[src/rtl/ro_measure_ctrl_pkg.sv]
// Shared types, defaults and mask-search helper for the ring-oscillator measurement sequencer.
package ro_meas_pkg;

   localparam int unsigned RO_CNT_W      = 16;
   localparam int unsigned RO_WINDOW_DEF = 1024;
   localparam int unsigned RO_MAX        = 16;

   typedef enum logic [2:0] {
      StIdle,
      StSettle,
      StCount,
      StDrain,
      StCapture
   } ro_state_t;

   typedef struct packed {
      logic       found;
      logic [3:0] idx;
   } ro_next_t;

   // Lowest set bit strictly above cur; pass cur = -1 to search from bit 0.
   function automatic ro_next_t next_set_idx(input logic [RO_MAX-1:0] mask, input int cur);
      ro_next_t res;
      res = '0;
      for (int i = RO_MAX - 1; i >= 0; i--) begin
         if (mask[i] && (i > cur)) begin
            res.found = 1'b1;
            res.idx   = 4'(i);
         end
      end
      return res;
   endfunction

   function automatic int unsigned max3(input int unsigned a, input int unsigned b,
                                        input int unsigned c);
      int unsigned m;
      m = (a > b) ? a : b;
      return (m > c) ? m : c;
   endfunction

endpackage

[src/rtl/ro_measure_ctrl_if.sv]
// Register-side request/result signals and counting-circuit controls of the sequencer.
interface ro_measure_ctrl_if #(
   parameter int unsigned NUM_RO = 4,
   parameter int unsigned CNT_W  = 16
);
   localparam int unsigned SEL_W = $clog2(NUM_RO);

   logic              start;
   logic              abort;
   logic [NUM_RO-1:0] ro_mask;
   logic [CNT_W-1:0]  cnt_value;
   logic [SEL_W-1:0]  ro_sel;
   logic              cnt_clear;
   logic              cnt_enable;
   logic              busy;
   logic              result_valid;
   logic [SEL_W-1:0]  result_idx;
   logic [CNT_W-1:0]  result_data;
   logic              result_ovf;
   logic              done;

   modport master (
      output start, abort, ro_mask, cnt_value,
      input  ro_sel, cnt_clear, cnt_enable, busy, result_valid, result_idx, result_data,
             result_ovf, done
   );

   modport slave (
      input  start, abort, ro_mask, cnt_value,
      output ro_sel, cnt_clear, cnt_enable, busy, result_valid, result_idx, result_data,
             result_ovf, done
   );

endinterface

[src/rtl/ro_window_timer.sv]
// Loadable down-counter; expire is high while the count sits at zero.
module ro_window_timer #(
   parameter int unsigned WIDTH = 4
) (
   input  logic             clk,
   input  logic             rst_n,
   input  logic             i_load,
   input  logic [WIDTH-1:0] i_value,
   output logic             o_expire
);

   logic [WIDTH-1:0] r_cnt;

   always_ff @(posedge clk or negedge rst_n) begin
      if (!rst_n) begin
         r_cnt <= '0;
      end else if (i_load) begin
         r_cnt <= i_value;
      end else if (r_cnt != '0) begin
         r_cnt <= r_cnt - WIDTH'(1);
      end
   end

   assign o_expire = (r_cnt == '0);

endmodule

[src/rtl/ro_measure_ctrl.sv]
// Sweeps enabled ring oscillators through one shared counter: settle, gate, drain, capture.
module ro_measure_ctrl
   import ro_meas_pkg::*;
#(
   parameter int unsigned NUM_RO = 4,
   parameter int unsigned CNT_W  = RO_CNT_W,
   parameter int unsigned WINDOW = RO_WINDOW_DEF,
   parameter int unsigned SETTLE = 4,
   parameter int unsigned DRAIN  = 2
) (
   input  logic              clk,
   input  logic              rst_n,
   ro_measure_ctrl_if.slave  bus
);

   localparam int unsigned SEL_W = $clog2(NUM_RO);
   localparam int unsigned TMR_W = $clog2(max3(WINDOW, SETTLE, DRAIN) + 1);

   // Timer holds N-1 on state entry so each phase lasts exactly N cycles.
   localparam logic [TMR_W-1:0] LD_SETTLE = TMR_W'(SETTLE - 1);
   localparam logic [TMR_W-1:0] LD_WINDOW = TMR_W'(WINDOW - 1);
   localparam logic [TMR_W-1:0] LD_DRAIN  = TMR_W'((DRAIN > 0) ? DRAIN - 1 : 0);

   ro_state_t         r_state, w_state_nxt;
   logic [NUM_RO-1:0] r_mask, w_mask_nxt;
   logic [SEL_W-1:0]  r_sel, w_sel_nxt;
   logic              r_clear, w_clear_nxt;
   logic              r_enable, w_enable_nxt;
   logic              r_busy, w_busy_nxt;
   logic              r_valid, w_valid_nxt;
   logic [SEL_W-1:0]  r_idx, w_idx_nxt;
   logic [CNT_W-1:0]  r_data, w_data_nxt;
   logic              r_ovf, w_ovf_nxt;
   logic              r_done, w_done_nxt;

   logic              w_tmr_load;
   logic [TMR_W-1:0]  w_tmr_value;
   logic              w_tmr_expire;
   logic [RO_MAX-1:0] w_req_ext, w_mask_ext;
   ro_next_t          w_first, w_next;

   ro_window_timer #(
      .WIDTH (TMR_W)
   ) u_timer (
      .clk      (clk),
      .rst_n    (rst_n),
      .i_load   (w_tmr_load),
      .i_value  (w_tmr_value),
      .o_expire (w_tmr_expire)
   );

   always_comb begin
      w_req_ext               = '0;
      w_req_ext[NUM_RO-1:0]   = bus.ro_mask;
      w_mask_ext              = '0;
      w_mask_ext[NUM_RO-1:0]  = r_mask;
      w_first                 = next_set_idx(w_req_ext, -1);
      w_next                  = next_set_idx(w_mask_ext, int'(r_sel));
   end

   always_comb begin
      w_state_nxt  = r_state;
      w_mask_nxt   = r_mask;
      w_sel_nxt    = r_sel;
      w_clear_nxt  = 1'b0;
      w_enable_nxt = 1'b0;
      w_busy_nxt   = 1'b1;
      w_valid_nxt  = 1'b0;
      w_idx_nxt    = r_idx;
      w_data_nxt   = r_data;
      w_ovf_nxt    = r_ovf;
      w_done_nxt   = 1'b0;
      w_tmr_load   = 1'b0;
      w_tmr_value  = '0;

      unique case (r_state)
         StIdle: begin
            w_busy_nxt = 1'b0;
            if (bus.start) begin
               if (bus.ro_mask != '0) begin
                  w_mask_nxt  = bus.ro_mask;
                  w_sel_nxt   = SEL_W'(w_first.idx);
                  w_state_nxt = StSettle;
                  w_tmr_load  = 1'b1;
                  w_tmr_value = LD_SETTLE;
                  w_clear_nxt = 1'b1;
                  w_busy_nxt  = 1'b1;
               end else begin
                  w_done_nxt = 1'b1;
               end
            end
         end
         StSettle: begin
            w_clear_nxt = 1'b1;
            if (w_tmr_expire) begin
               w_state_nxt  = StCount;
               w_tmr_load   = 1'b1;
               w_tmr_value  = LD_WINDOW;
               w_clear_nxt  = 1'b0;
               w_enable_nxt = 1'b1;
            end
         end
         StCount: begin
            w_enable_nxt = 1'b1;
            if (w_tmr_expire) begin
               w_enable_nxt = 1'b0;
               if (DRAIN > 0) begin
                  w_state_nxt = StDrain;
                  w_tmr_load  = 1'b1;
                  w_tmr_value = LD_DRAIN;
               end else begin
                  w_state_nxt = StCapture;
               end
            end
         end
         StDrain: begin
            if (w_tmr_expire) begin
               w_state_nxt = StCapture;
            end
         end
         StCapture: begin
            w_valid_nxt = 1'b1;
            w_idx_nxt   = r_sel;
            w_data_nxt  = bus.cnt_value;
            w_ovf_nxt   = &bus.cnt_value;
            if (w_next.found) begin
               w_sel_nxt   = SEL_W'(w_next.idx);
               w_state_nxt = StSettle;
               w_tmr_load  = 1'b1;
               w_tmr_value = LD_SETTLE;
               w_clear_nxt = 1'b1;
            end else begin
               w_state_nxt = StIdle;
               w_done_nxt  = 1'b1;
               w_busy_nxt  = 1'b0;
            end
         end
         default: begin
            w_state_nxt = StIdle;
            w_busy_nxt  = 1'b0;
         end
      endcase

      // Abort overrides everything outside IDLE and leaves the published result untouched.
      if ((r_state != StIdle) && bus.abort) begin
         w_state_nxt  = StIdle;
         w_sel_nxt    = r_sel;
         w_clear_nxt  = 1'b0;
         w_enable_nxt = 1'b0;
         w_busy_nxt   = 1'b0;
         w_valid_nxt  = 1'b0;
         w_idx_nxt    = r_idx;
         w_data_nxt   = r_data;
         w_ovf_nxt    = r_ovf;
         w_done_nxt   = 1'b0;
         w_tmr_load   = 1'b0;
      end
   end

   always_ff @(posedge clk or negedge rst_n) begin
      if (!rst_n) begin
         r_state  <= StIdle;
         r_mask   <= '0;
         r_sel    <= '0;
         r_clear  <= 1'b0;
         r_enable <= 1'b0;
         r_busy   <= 1'b0;
         r_valid  <= 1'b0;
         r_idx    <= '0;
         r_data   <= '0;
         r_ovf    <= 1'b0;
         r_done   <= 1'b0;
      end else begin
         r_state  <= w_state_nxt;
         r_mask   <= w_mask_nxt;
         r_sel    <= w_sel_nxt;
         r_clear  <= w_clear_nxt;
         r_enable <= w_enable_nxt;
         r_busy   <= w_busy_nxt;
         r_valid  <= w_valid_nxt;
         r_idx    <= w_idx_nxt;
         r_data   <= w_data_nxt;
         r_ovf    <= w_ovf_nxt;
         r_done   <= w_done_nxt;
      end
   end

   assign bus.ro_sel       = r_sel;
   assign bus.cnt_clear    = r_clear;
   assign bus.cnt_enable   = r_enable;
   assign bus.busy         = r_busy;
   assign bus.result_valid = r_valid;
   assign bus.result_idx   = r_idx;
   assign bus.result_data  = r_data;
   assign bus.result_ovf   = r_ovf;
   assign bus.done         = r_done;

endmodule

[src/flat_wrapper.sv]
// flat-port wrapper written by rule: the top's interface ports become plain ports
module ro_measure_ctrl_flat import ro_meas_pkg::*;
#(
   parameter int unsigned NUM_RO = 4,
   parameter int unsigned CNT_W  = RO_CNT_W,
   parameter int unsigned WINDOW = RO_WINDOW_DEF,
   parameter int unsigned SETTLE = 4,
   parameter int unsigned DRAIN  = 2
)
  (clk, rst_n, bus_start, bus_abort, bus_ro_mask, bus_cnt_value, bus_ro_sel, bus_cnt_clear, bus_cnt_enable, bus_busy, bus_result_valid, bus_result_idx, bus_result_data, bus_result_ovf, bus_done);
  ro_measure_ctrl_if #(.NUM_RO(NUM_RO), .CNT_W(CNT_W)) bus_i ();
  input  logic clk;
  input  logic rst_n;
  input wire logic [$bits(bus_i.start)-1:0] bus_start;
  input wire logic [$bits(bus_i.abort)-1:0] bus_abort;
  input wire logic [$bits(bus_i.ro_mask)-1:0] bus_ro_mask;
  input wire logic [$bits(bus_i.cnt_value)-1:0] bus_cnt_value;
  output wire logic [$bits(bus_i.ro_sel)-1:0] bus_ro_sel;
  output wire logic [$bits(bus_i.cnt_clear)-1:0] bus_cnt_clear;
  output wire logic [$bits(bus_i.cnt_enable)-1:0] bus_cnt_enable;
  output wire logic [$bits(bus_i.busy)-1:0] bus_busy;
  output wire logic [$bits(bus_i.result_valid)-1:0] bus_result_valid;
  output wire logic [$bits(bus_i.result_idx)-1:0] bus_result_idx;
  output wire logic [$bits(bus_i.result_data)-1:0] bus_result_data;
  output wire logic [$bits(bus_i.result_ovf)-1:0] bus_result_ovf;
  output wire logic [$bits(bus_i.done)-1:0] bus_done;
  assign bus_i.start = bus_start;
  assign bus_i.abort = bus_abort;
  assign bus_i.ro_mask = bus_ro_mask;
  assign bus_i.cnt_value = bus_cnt_value;
  assign bus_ro_sel = bus_i.ro_sel;
  assign bus_cnt_clear = bus_i.cnt_clear;
  assign bus_cnt_enable = bus_i.cnt_enable;
  assign bus_busy = bus_i.busy;
  assign bus_result_valid = bus_i.result_valid;
  assign bus_result_idx = bus_i.result_idx;
  assign bus_result_data = bus_i.result_data;
  assign bus_result_ovf = bus_i.result_ovf;
  assign bus_done = bus_i.done;
  ro_measure_ctrl #(.NUM_RO(NUM_RO), .CNT_W(CNT_W), .WINDOW(WINDOW), .SETTLE(SETTLE), .DRAIN(DRAIN)) u_core (.clk(clk), .rst_n(rst_n), .bus(bus_i));
endmodule
[config.mk]
export PLATFORM = sky130hd
export DESIGN_NAME = ro_measure_ctrl_flat
export DESIGN_NICKNAME = d
export VERILOG_FILES = /design/src/rtl/ro_measure_ctrl_pkg.sv /design/src/rtl/ro_measure_ctrl_if.sv /design/src/rtl/ro_window_timer.sv /design/src/rtl/ro_measure_ctrl.sv /design/src/flat_wrapper.sv
export SDC_FILE = /design/constraint.sdc
export NUM_CORES = 1
export LEC_CHECK = 0
export BUFFER_PORTS_ARGS = -buffer_cell sky130_fd_sc_hd__buf_4
export CAP_MARGIN = 20
export CORE_ASPECT_RATIO = 2
export CORE_UTILIZATION = 35
export DETAILED_ROUTE_END_ITERATION = 10
export GPL_TIMING_DRIVEN = 1
export PLACE_DENSITY = 0.67
export RECOVER_POWER = 100
export SLEW_MARGIN = 5
export SYNTH_ARGS = -nofsm -noshare
export SYNTH_HDL_FRONTEND = slang
export SYNTH_HIERARCHICAL = 1
export SYNTH_SLANG_ARGS = --single-unit
[constraint.sdc]
create_clock -name clk -period 3.1 [get_ports clk]
set_clock_uncertainty 0.2 [all_clocks]
set_input_delay 0.155 -clock clk [delete_from_list [all_inputs] [get_ports clk]]
set_output_delay 0.155 -clock clk [all_outputs]
set_load 0.01 [all_outputs]
==> results of run 1 <==
synthesized netlist by cell type (2+ instances only):
cell | count | area share (%)
dfrtp_1 | 43 | 48
nand2_1 | 18 | 3.0
mux2_4 | 14 | 9.4
nor2_1 | 12 | 2.0
inv_1 | 8 | 1.3
mux2_2 | 8 | 4.0
a21oi_1 | 6 | 1.3
nand2b_1 | 6 | 1.7
o21ai_0 | 6 | 1.3
xnor2_1 | 6 | 2.3
nand4_1 | 4 | 1.1
nor2b_1 | 4 | 1.1
nor3_1 | 4 | 0.89
nor4_1 | 4 | 1.1
o31ai_1 | 4 | 1.3
buf_2 | 3 | 0.67
o22ai_1 | 3 | 0.84
a21boi_0 | 2 | 0.67
a21oi_2 | 2 | 0.78
a22o_1 | 2 | 0.78
buf_6 | 2 | 1.0
nand3b_1 | 2 | 0.67
nor4_4 | 2 | 1.9
o21ai_2 | 2 | 0.78
o21bai_1 | 2 | 0.67
or4b_1 | 2 | 0.89
registers in the layout, summed over array words and instances (netlist names), 2 cells and up:
signal                  count
u_core/bus.result_data     16
u_core/r_mask               3
u_core/bus.ro_sel           2
u_core/r_state              3
u_core/bus.result_idx       2
u_core/u_timer/r_cnt       11
timing repair:
item | 4_1_cts | 5_1_grt
hold endpoints to repair | 65 | 0
hold buffers | 22 | 0
gates resized for setup | 0 | 0
cells by family (layout without fill, tap and decap cells):
kind of cell	Yosys count	count (layout)	share of synthesized area [%]
compound gates	38	38	12.2
xor+xnor	7	7	2.74
flops	43	43	48.1
fa+ha+maj	1	1	0.559
other cells	1	1	0.168
mux	23	23	13.9
buf+inv	17	90	5.09
simple gates	66	66	17.2
layer usage:
layer	track usage, %	wire length, um
met3	3.04	251
met4	8.57	136
met1	16.3	1940
met5	0	0
met2	31.7	3040
report_power, final:
part	total, mW	internal [mW]	switching [mW]
Combinational	0.662	0.317	0.346
Clock	0.477	0.289	0.188
Sequential	0.804	0.668	0.135
tightest hold or removal path, delay by kind of cell:
kind                   cells  cell delay, ns
AOI/OAI and AO/OA          2            0.19
buffers and inverters      1            0.09
and+or+nand+nor            1            0.05
worst max path at each step:
stage	start	end	slack (ns)	cells after the start
after floorplan	u_core/u_timer/r_cnt[0]	u_core/u_timer/r_cnt[10]	0.52	10
after global placement	u_core/u_timer/r_cnt[0]	u_core/u_timer/r_cnt[8]	0.66	9
after detailed placement	u_core/u_timer/r_cnt[0]	u_core/u_timer/r_cnt[8]	0.60	9
after CTS	u_core/u_timer/r_cnt[0]	u_core/u_timer/r_cnt[8]	0.58	9
after global routing	bus_ro_mask[2]	u_core/u_timer/r_cnt[8]	0.30	10
final	bus_ro_mask[2]	u_core/u_timer/r_cnt[8]	0.53	10
cell type report:
| class | instances | area, um2 | area share (%) |
|---|---|---|---|
| Sequential cell | 43 | 1080 | 37.9 |
| Multi-Input combinational cell | 136 | 986 | 34.7 |
| Timing Repair Buffer | 76 | 514 | 18.1 |
| Clock buffer | 6 | 129 | 4.54 |
| Tap cell | 84 | 105 | 3.70 |
| Inverter | 8 | 30.0 | 1.06 |
per-stage QoR:
step,instances,power (mW)
3_3_place_gp,325,1.47
4_1_cts,353,2.00
6_report,353,1.94
5_1_grt,353,2.06
2_1_floorplan,196,1.27
3_5_place_dp,325,1.48
==> impl_metrics.toml, run 1 <==
[status]
outcome = "finished, final reports clean"

[sta]
finalHoldViolCount = 0
slew_headroom_pct = 20.7
finalCritPeriodShare_pct = 83.0
whs_ns = 0.0572
tightest_slew_ns = 1.19
grt_setup_unrepaired = "false"
report.final.setup_viol = 0
finalSetupTns_ns = 0
slew_viol_final = 0
setup_ws_ns = 0.528
fmaxAchievable_ghz = 0.389
period_minus_slack_ns = 2.57

[global_route]
grt_pass1_vias = 1718
grt_max_degree = 44
grt_antenna_before_repair = 0
grt_use_total_pct = 16.6
grt_pass1_wl_um = 8340
grt_overflow = 0

[detailed_routing]
wirelength_um = 5360
dr_total_vias = 1750
post_drt_wl_per_cell_um = 15.2
dr.pass1.iters = 4
drcViolationCount = 0
ant_nets = 0
viasPerCell = 4.96
dr.first_iter.drc_count = 60

[yosys]
synth_cells = 196
ys_types = 51
async_flop_share_pct = 100
synth_enable_flop_cells = 0
synth_seq_cells = 43
yosys_warnings = 6
syn_area_mm2 = 0.00224
synth_ff_type = "dfrtp_1"
ys_seq_area_share_pct = 48.1
syn-num-nets = 221
avgSynthCellArea_um2 = 11.4

[min_path]
hp-start = "bus_ro_mask[0]"
hold_path_end = "u_core/bus.ro_sel[1]"
min_path_cells = 4
hold_class = "input pin to flip-flop"

[setup_path]
cp-start-kind = "input pin"
end_kind = "flip-flop"
slowest_delay_ns = 0.53
reg2regPathDepth = 4
r2r_end = "u_core/bus.ro_sel[1]"
path_cells = "dlygate4sd3_1 > clkbuf_1 > nor4_1 > clkbuf_1 > o22ai_1 > a21oi_1 > o31ai_2 > buf_4 > nor4_1 > a221o_1"
worst-path-max-fanout = 21
crit_required_ns = 3.12
cp.arrival_ns = 2.59
reg2reg_setup_slack_ns = 0.58
path_buf_inv = 4
cp_top_family = "buffers and inverters"
path_class = "input pin to flip-flop"
worst_path_max_delay_cell = "dlygate4sd3_1"
rr_startpoint = "u_core/r_state[1]"

[floorplan]
die_w_um = 58.5
core_mm2 = 0.00611
dieHeight_um = 115
row_count = 40
io_pins = 50
start_util_pct = 36.6
die_area_mm2 = 0.00673

[layout]
post-route-util_pct = 46.5
diodes = 0
fillers = 625
layout_common_cells = "dfrtp_1, clkbuf_1, buf_4, dlygate4sd3_1, nand2_1"
final_cell_area_mm2 = 0.00284
layout-drive-gt1-share_pct = 17.5
final_common_cell = "dfrtp_1"
nNetsFinal = 295
area.growth.synth_to_final_pct = 27.0

[clock_tree]
cts_tree = "yes"
clk_path_buf_depth = 2
postCtsSetupBuffers = 0
cts_buffers = 5
htreeDepth = 2
cts.sinks = 43
cts_root_buf = "clkbuf_16"
clkTransAtPathRegs_ns = 0.05
clock_latency_ns = 0.28

[placement]
hpwl_um = 3850
gp_congestion = 0.870
port_buffers = 49
dp_slack_ns = 0.596
place_area_mm2 = 0.00267

[power]
p_per_area_mw_per_mm2 = 684
peakVddDrop_mv = 0.212
leakagePower_nw = 1.27

[run]
drv_cap = 0
Note: power is estimated with default switching activity, not from simulation.
==> inputs of run 2 (changes only) <==
--- a/config.mk
+++ b/config.mk
@@ -5,13 +5,14 @@
 export SDC_FILE = /design/constraint.sdc
 export NUM_CORES = 1
 export LEC_CHECK = 0
+export ABC_AREA = 1
 export BUFFER_PORTS_ARGS = -buffer_cell sky130_fd_sc_hd__buf_4
 export CAP_MARGIN = 20
 export CORE_ASPECT_RATIO = 2
 export CORE_UTILIZATION = 35
 export DETAILED_ROUTE_END_ITERATION = 10
 export GPL_TIMING_DRIVEN = 1
-export PLACE_DENSITY = 0.67
+export PLACE_DENSITY = 0.66
 export RECOVER_POWER = 100
 export SLEW_MARGIN = 5
 export SYNTH_ARGS = -nofsm -noshare
==> constraint.sdc (replaced) <==
create_clock -name clk -period 2.4 [get_ports clk]
set_clock_uncertainty 0.2 [all_clocks]
set_input_delay 0.12 -clock clk [delete_from_list [all_inputs] [get_ports clk]]
set_output_delay 0.12 -clock clk [all_outputs]
set_load 0.01 [all_outputs]
==> run 2 against run 1 <==
Register-to-register slack worse by 0.41 ns. Synthesized area grew 5.0%. Worst setup slack got worse by 0.36 ns. Final cell count is 33% higher. Clock power up 36%. Highest routed layer unchanged.
==> impl_metrics.toml, run 2 <==
[status]
outcome = "finished, final reports clean"

[yosys]
synth_top_area_cell = "dfrtp_1"
synth_area_leaders = "dfrtp_1, nand2_1, inv_1"
synthTopCellsByCount = "nand2_1, dfrtp_1, inv_1, nor2_1, nand3_1"
synth_cells = 305
syn-num-nets = 330
yosys_warnings = 6
ys_seq_area_share_pct = 45.8
synth_ff_type = "dfrtp_1"
avgSynthCellArea_um2 = 7.70
async_flop_share_pct = 100
synth_enable_flop_cells = 0
yosysMostFrequentCell = "nand2_1"
synth_seq_cells = 43
syn_area_mm2 = 0.00235
synth_top_cell_area_share_pct = 45.8
ys_types = 32

[sta]
finalCritPeriodShare_pct = 92.8
slew_headroom_pct = 30.2
period_minus_slack_ns = 2.23
fmaxAchievable_ghz = 0.449
setup_ws_ns = 0.172
tightest_slew_ns = 1.05
whs_ns = 0.0262
finalSetupTns_ns = 0
finalHoldViolCount = 0
report.final.setup_viol = 0
slew_viol_final = 0
grt_setup_unrepaired = "false"

[clock_tree]
cts_buffers = 5
cts_root_buf = "clkbuf_16"
clkTransAtPathRegs_ns = 0.06
clk_path_buf_depth = 2
clock_latency_ns = 0.29
cts.sinks = 43
cts_tree = "yes"
htreeDepth = 2

[layout]
final_cells = 471
area.growth.synth_to_final_pct = 30.5
nNetsFinal = 409
largest_reg_flops = 16
layout-drive-gt1-share_pct = 15.6
diodes = 0
final_common_cell = "nand2_1"
layout_common_cells = "nand2_1, dfrtp_1, inv_1, clkbuf_1, nor2_1"
fillers = 668

[setup_path]
worst-path-max-fanout = 6
r2r_end = "u_core/u_timer/r_cnt[4]"
cp-start-kind = "flip-flop"
crit_required_ns = 2.38
path_class = "flip-flop to flip-flop"
cp-startpoint = "u_core/r_state[1]"
crit_end = "u_core/u_timer/r_cnt[4]"
reg2reg_setup_slack_ns = 0.17
end_kind = "flip-flop"
cp.arrival_ns = 2.21
reg2regPathDepth = 11
rr_startpoint = "u_core/r_state[1]"

[floorplan]
die_w_um = 59.9
row_count = 41
start_util_pct = 36.6
core_mm2 = 0.00641
io_pins = 50
dieHeight_um = 118
die_area_mm2 = 0.00706

[detailed_routing]
drcViolationCount = 0
wirelength_um = 5750
ant_nets = 0
viasPerCell = 4.63
post_drt_wl_per_cell_um = 12.2
dr_total_vias = 2180
dr.pass1.iters = 4
dr.first_iter.drc_count = 94

[global_route]
grt_antenna_before_repair = 0
grt_pass1_vias = 2177
grt_pass1_wl_um = 9450
grt_use_total_pct = 17.8
grt_max_degree = 44
grt_overflow = 0

[run]
drv_cap = 0

[placement]
port_buffers = 49
gp_congestion = 0.896
hpwl_um = 4130
dp_slack_ns = 0.184
dp_cells = 437

[min_path]
hold_class = "input pin to flip-flop"

[power]
peakVddDrop_mv = 0.618
p_per_area_mw_per_mm2 = 1080
leakagePower_nw = 1.57
## run 2: changes by cell type after synthesis, sizes merged, moves of 5 or more
cell | previous run | this run
nand2 | 18 | 119
inv | 8 | 37
mux2 | 22 | 0
nor2 | 13 | 33
o21ai | 8 | 28
nand3 | 1 | 20
nand2b | 6 | 0
nor4 | 6 | 0
buf | 9 | 4
xnor2 | 6 | 1
## run 2: power by group
group,internal [mW],leakage [nW],total (mW),switching (mW)
logic,0.540,0.939,1.45,0.907
registers,0.994,0.563,1.20,0.209
clock network,0.383,0.0669,0.651,0.268
total,1.92,1.57,3.30,1.38
## run 2: what timing repair did
item                                   4_1_cts  5_1_grt
endpoints found under the hold margin       67        0
gates resized for setup                      0        6
hold buffers                                23        0
setup endpoints to repair                    0        4
buffers inserted                             0        3
## run 2: routing by layer
metal  track usage (%)  wire length (um)  vias to the layer above
li1                  -                 -                     1110
met5                 0                 0                        -
met4              10.5               241                        0
met1              16.7              2030                      995
met3              3.96               183                       19
met2              32.6              3300                       56
## run 2: worst min-delay path by stage
stage	slack, ns	startpoint	endpoint	depth (start not counted)
finish	0.03	bus_ro_mask[0]	u_core/bus.ro_sel[0]	5
global route	0.06	bus_ro_mask[0]	u_core/bus.ro_sel[0]	5
CTS	0.03	bus_ro_mask[0]	u_core/bus.ro_sel[0]	5
detailed placement	-0.06	rst_n	u_core/u_timer/r_cnt[3]	1
global placement	-0.05	rst_n	u_core/u_timer/r_cnt[3]	1
floorplan	-0.38	rst_n	u_core/bus.busy	0
## run 2: cell families after synthesis
group | after synthesis | synth area share, %
buffers and inverters | 42 | 8.04
AOI/OAI and AO/OA | 33 | 7.73
adders and majority gates | 1 | 0.533
and+or+nand+nor | 184 | 37.3
DFF | 43 | 45.8
xor gates and xnor gates | 1 | 0.373
other | 1 | 0.160
## run 2: stage by stage
| step | total power [mW] | area (um2) | util, % |
|---|---|---|---|
| final | 3.30 | 3060 | 47.8 |
| after detailed placement | 2.72 | 2790 | 43.6 |
| after global placement | 2.69 | 2790 | 43.6 |
| after CTS | 3.42 | 3170 | 49.4 |
| after global routing | 3.60 | 3060 | 47.8 |
| after floorplan | 2.22 | 2350 | - |
## run 2: worst max-delay path, stage by stage (launching register included)
cell and delay, ns:
dfrtp_1 0.44, inv_1 0.14, nand2_1 0.16, nor2_8 0.18, nand2_1 0.13, nand3_1 0.10, and2_1 0.20, clkinvlp_4 0.16
buf_4 0.17, buf_4 0.12, nand2_1 0.06, a21oi_1 0.05
## run 2: area by class of cell
cell class / instances / area, um2 / area share, %
Clock buffer: 6 / 129 / 4.21
Clock inverter: 2 / 12.5 / 0.408
Multi-Input combinational cell: 220 / 1060 / 34.6
Timing Repair Buffer: 77 / 533 / 17.4
Inverter: 37 / 146 / 4.78
Sequential cell: 43 / 1080 / 35.1
Tap cell: 86 / 108 / 3.51
==> inputs of run 3 (changes only) <==
--- a/config.mk
+++ b/config.mk
@@ -12,10 +12,10 @@
 export CORE_UTILIZATION = 35
 export DETAILED_ROUTE_END_ITERATION = 10
 export GPL_TIMING_DRIVEN = 1
-export PLACE_DENSITY = 0.66
+export MAX_ROUTING_LAYER = met4
+export PLACE_DENSITY = 0.67
 export RECOVER_POWER = 100
 export SLEW_MARGIN = 5
 export SYNTH_ARGS = -nofsm -noshare
 export SYNTH_HDL_FRONTEND = slang
-export SYNTH_HIERARCHICAL = 1
 export SYNTH_SLANG_ARGS = --single-unit
==> run 3 against run 2 <==
Synthesized area fell by 12%. Worst setup slack improved by 0.086 ns. Flip-flop and latch count stayed put. First-iteration DRC count is 69% higher. Combinational power decreased by 16%. Critical path depth shrank 5. Sequential share of layout area up 3.8 points. Utilization increased by 0.69 points. Largest power group unchanged. Highest routed layer unchanged.
==> impl_metrics.toml, run 3 <==
[sta]
period_minus_slack_ns = 2.14
tightest_slew_ns = 1.07
fmaxAchievable_ghz = 0.467
finalHoldViolCount = 0
slew_viol_final = 0
slew_headroom_pct = 28.7
grt_setup_unrepaired = "false"
report.final.setup_viol = 0
finalSetupTns_ns = 0
finalCritPeriodShare_pct = 89.3

[layout]
nNetsFinal = 348
fillers = 551
layout-drive-gt1-share_pct = 12.3
area.growth.synth_to_final_pct = 34.1
post-route-util_pct = 48.5
diodes = 0
final_common_cell = "nand2_1"
largest_reg_flops = 16
layout_common_cells = "nand2_1, dfrtp_1, clkbuf_1, dlygate4sd3_1, buf_4"

[floorplan]
core_mm2 = 0.00571
die_area_mm2 = 0.00622
start_util_pct = 36.1
die_w_um = 56.3
row_count = 39
dieHeight_um = 111
io_pins = 50

[setup_path]
cp-start-kind = "flip-flop"
slowest_delay_ns = 0.57
worst_path_max_delay_cell = "dlygate4sd3_1"
path_cells = "nor2_1 > nand2_2 > nor2_4 > nand2_1 > dlygate4sd3_1 > nand2_1"
crit_required_ns = 2.43
worst-path-max-fanout = 19
crit_top_cell = "nand2_1"
path_class = "flip-flop to flip-flop"
end_kind = "flip-flop"
cp.arrival_ns = 2.17

[yosys]
avgSynthCellArea_um2 = 8.32
async_flop_share_pct = 100
synth_top_cell_area_share_pct = 52.2
synth_top_family_by_area = "simple AND/OR/NAND/NOR gates"
yosys_warnings = 0
syn-num-nets = 273
synth_ff_type = "dfrtp_1"
synth_seq_cells = 43
yosys.area_share.simple_pct = 30.6
yosysMostFrequentCell = "nand2_1"
synth_top_area_cell = "dfrtp_1"
ys_seq_area_share_pct = 52.2
synth_mux_area_share_pct = 0.546
synth_cells = 248
synth_enable_flop_cells = 0
synth_compound_area_share_pct = 7.70
synthTopCellsByCount = "nand2_1, dfrtp_1, inv_1, nand3_1"
synth_area_leaders = "dfrtp_1, nand2_1, nand3_1"
ys_types = 28
syn_area_mm2 = 0.00206
synth_fa_ha_area_share_pct = 0.606
synthXorXnorAreaFrac_pct = 3.40

[detailed_routing]
wirelength_um = 5440
ant_nets = 0
dr.first_iter.drc_count = 159
viasPerCell = 4.97
dr_total_vias = 1915
dr.pass1.iters = 4
drcViolationCount = 0
post_drt_wl_per_cell_um = 14.1

[global_route]
use_met2_pct = 36.6
grt_antenna_before_repair = 0
grt_pass1_vias = 2053
grtUsageMet3_pct = 3.75
grt_use_total_pct = 19.8
grt_overflow = 0
grt_busiest_layer = "met2"
grtUsageMet1_pct = 18.2
grt_max_degree = 44
grt_pass1_wl_um = 9290

[placement]
gp_congestion = 0.836
hpwl_um = 3860
port_buffers = 49

[clock_tree]
clkTransAtPathRegs_ns = 0.06
cts_buffers = 5
cts.sinks = 43
clk_path_buf_depth = 2
cts_root_buf = "clkbuf_16"
htreeDepth = 2
hold_buffers = 23
cts_tree = "yes"
clock_latency_ns = 0.29
postCtsSetupBuffers = 0
cts_resized = 0

[power]
p_total_mw = 3.29
leakagePower_nw = 1.38
peakVddDrop_mv = 0.879
p_per_area_mw_per_mm2 = 1190

[run]
drv_cap = 0

[min_path]
hold_class = "input pin to flip-flop"

[status]
outcome = "finished, final reports clean"
## run 3: cell types whose count changed in the layout (fill, tap and decap cells not counted), moves of 4 or more
| cell | previous run | this run |
|---|---|---|
| inv_1 | 30 | 18 |
| nand2_1 | 114 | 86 |
| a21oi_1 | 4 | 15 |
| o21ai_1 | 7 | 0 |
| o21ai_0 | 18 | 11 |
| nor2_1 | 27 | 18 |
| xor2_1 | 0 | 4 |
| buf_4 | 26 | 21 |
## run 3: final cells by class
cell class                      count  area [um2]  area share [%]
Clock buffer                        6         129            4.66
Clock inverter                      2        60.1            2.17
Inverter                           21        78.8            2.85
Multi-Input combinational cell    180         853            30.8
Sequential cell                    43        1080            38.9
Tap cell                           61        76.3            2.76
Timing Repair Buffer               72         494            17.9
## run 3: logic make-up (layout without fill, tap and decap cells)
kind of cell,Yosys count,after routing
AO/OA/AOI/OAI,30,30
buffers and inverters,25,101
adder cells (fa/ha/maj),1,1
multiplexers,1,1
XOR/XNOR,8,8
AND/OR/NAND/NOR,140,140
flip-flops,43,43
## run 3: path summary, 6_finish.rpt
check	startpoint	endpoint	slack (ns)	cells after the start
max in group asynchronous	rst_n	u_core.u_timer.r_cnt[10]	0.98	2
min in group asynchronous	rst_n	u_core.r_mask[2]	0.37	2
setup / recovery	u_core.r_state[1]	u_core.bus.result_data[4]	0.26	6
setup reg to reg	u_core.r_state[1]	u_core.bus.result_data[4]	0.26	6
hold / removal	bus_ro_mask[0]	u_core.bus.ro_sel[1]	0.04	6
hold reg to reg	u_core.bus.result_data[2]	u_core.bus.result_data[2]	0.27	2
## run 3: stage by stage
step | cell area, um2 | hold WS, ns | setup slack [ns] | std cells
after detailed placement | 2480 | -0.0532 | 0.377 | 354
after global routing | 2770 | 0.124 | 0.105 | 385
after global placement | 2480 | -0.0631 | 0.411 | 354
final | 2770 | 0.0443 | 0.257 | 385
after floorplan | 2060 | -0.376 | 0.669 | 248
after CTS | 2900 | 0.0233 | 0.334 | 385
## run 3: power by group
group	switching [mW]	internal [mW]	leakage [nW]
clock	0.268	0.596	0.0911
sequential	0.194	1.01	0.550
combinational	0.764	0.458	0.741
## run 3: layer usage
metal / routed length (um) / part of all wire [%]
met3: 241 / 4.4
met1: 1950 / 36
met5: 0 / 0
met2: 3020 / 56
met4: 223 / 4.1
## run 3: worst max-delay path: cells and delay by family, from the launching register on
kind	cells	cell delay, ns
DFF	1	0.41
and+or+nand+nor	5	0.89
buffers and inverters	1	0.57
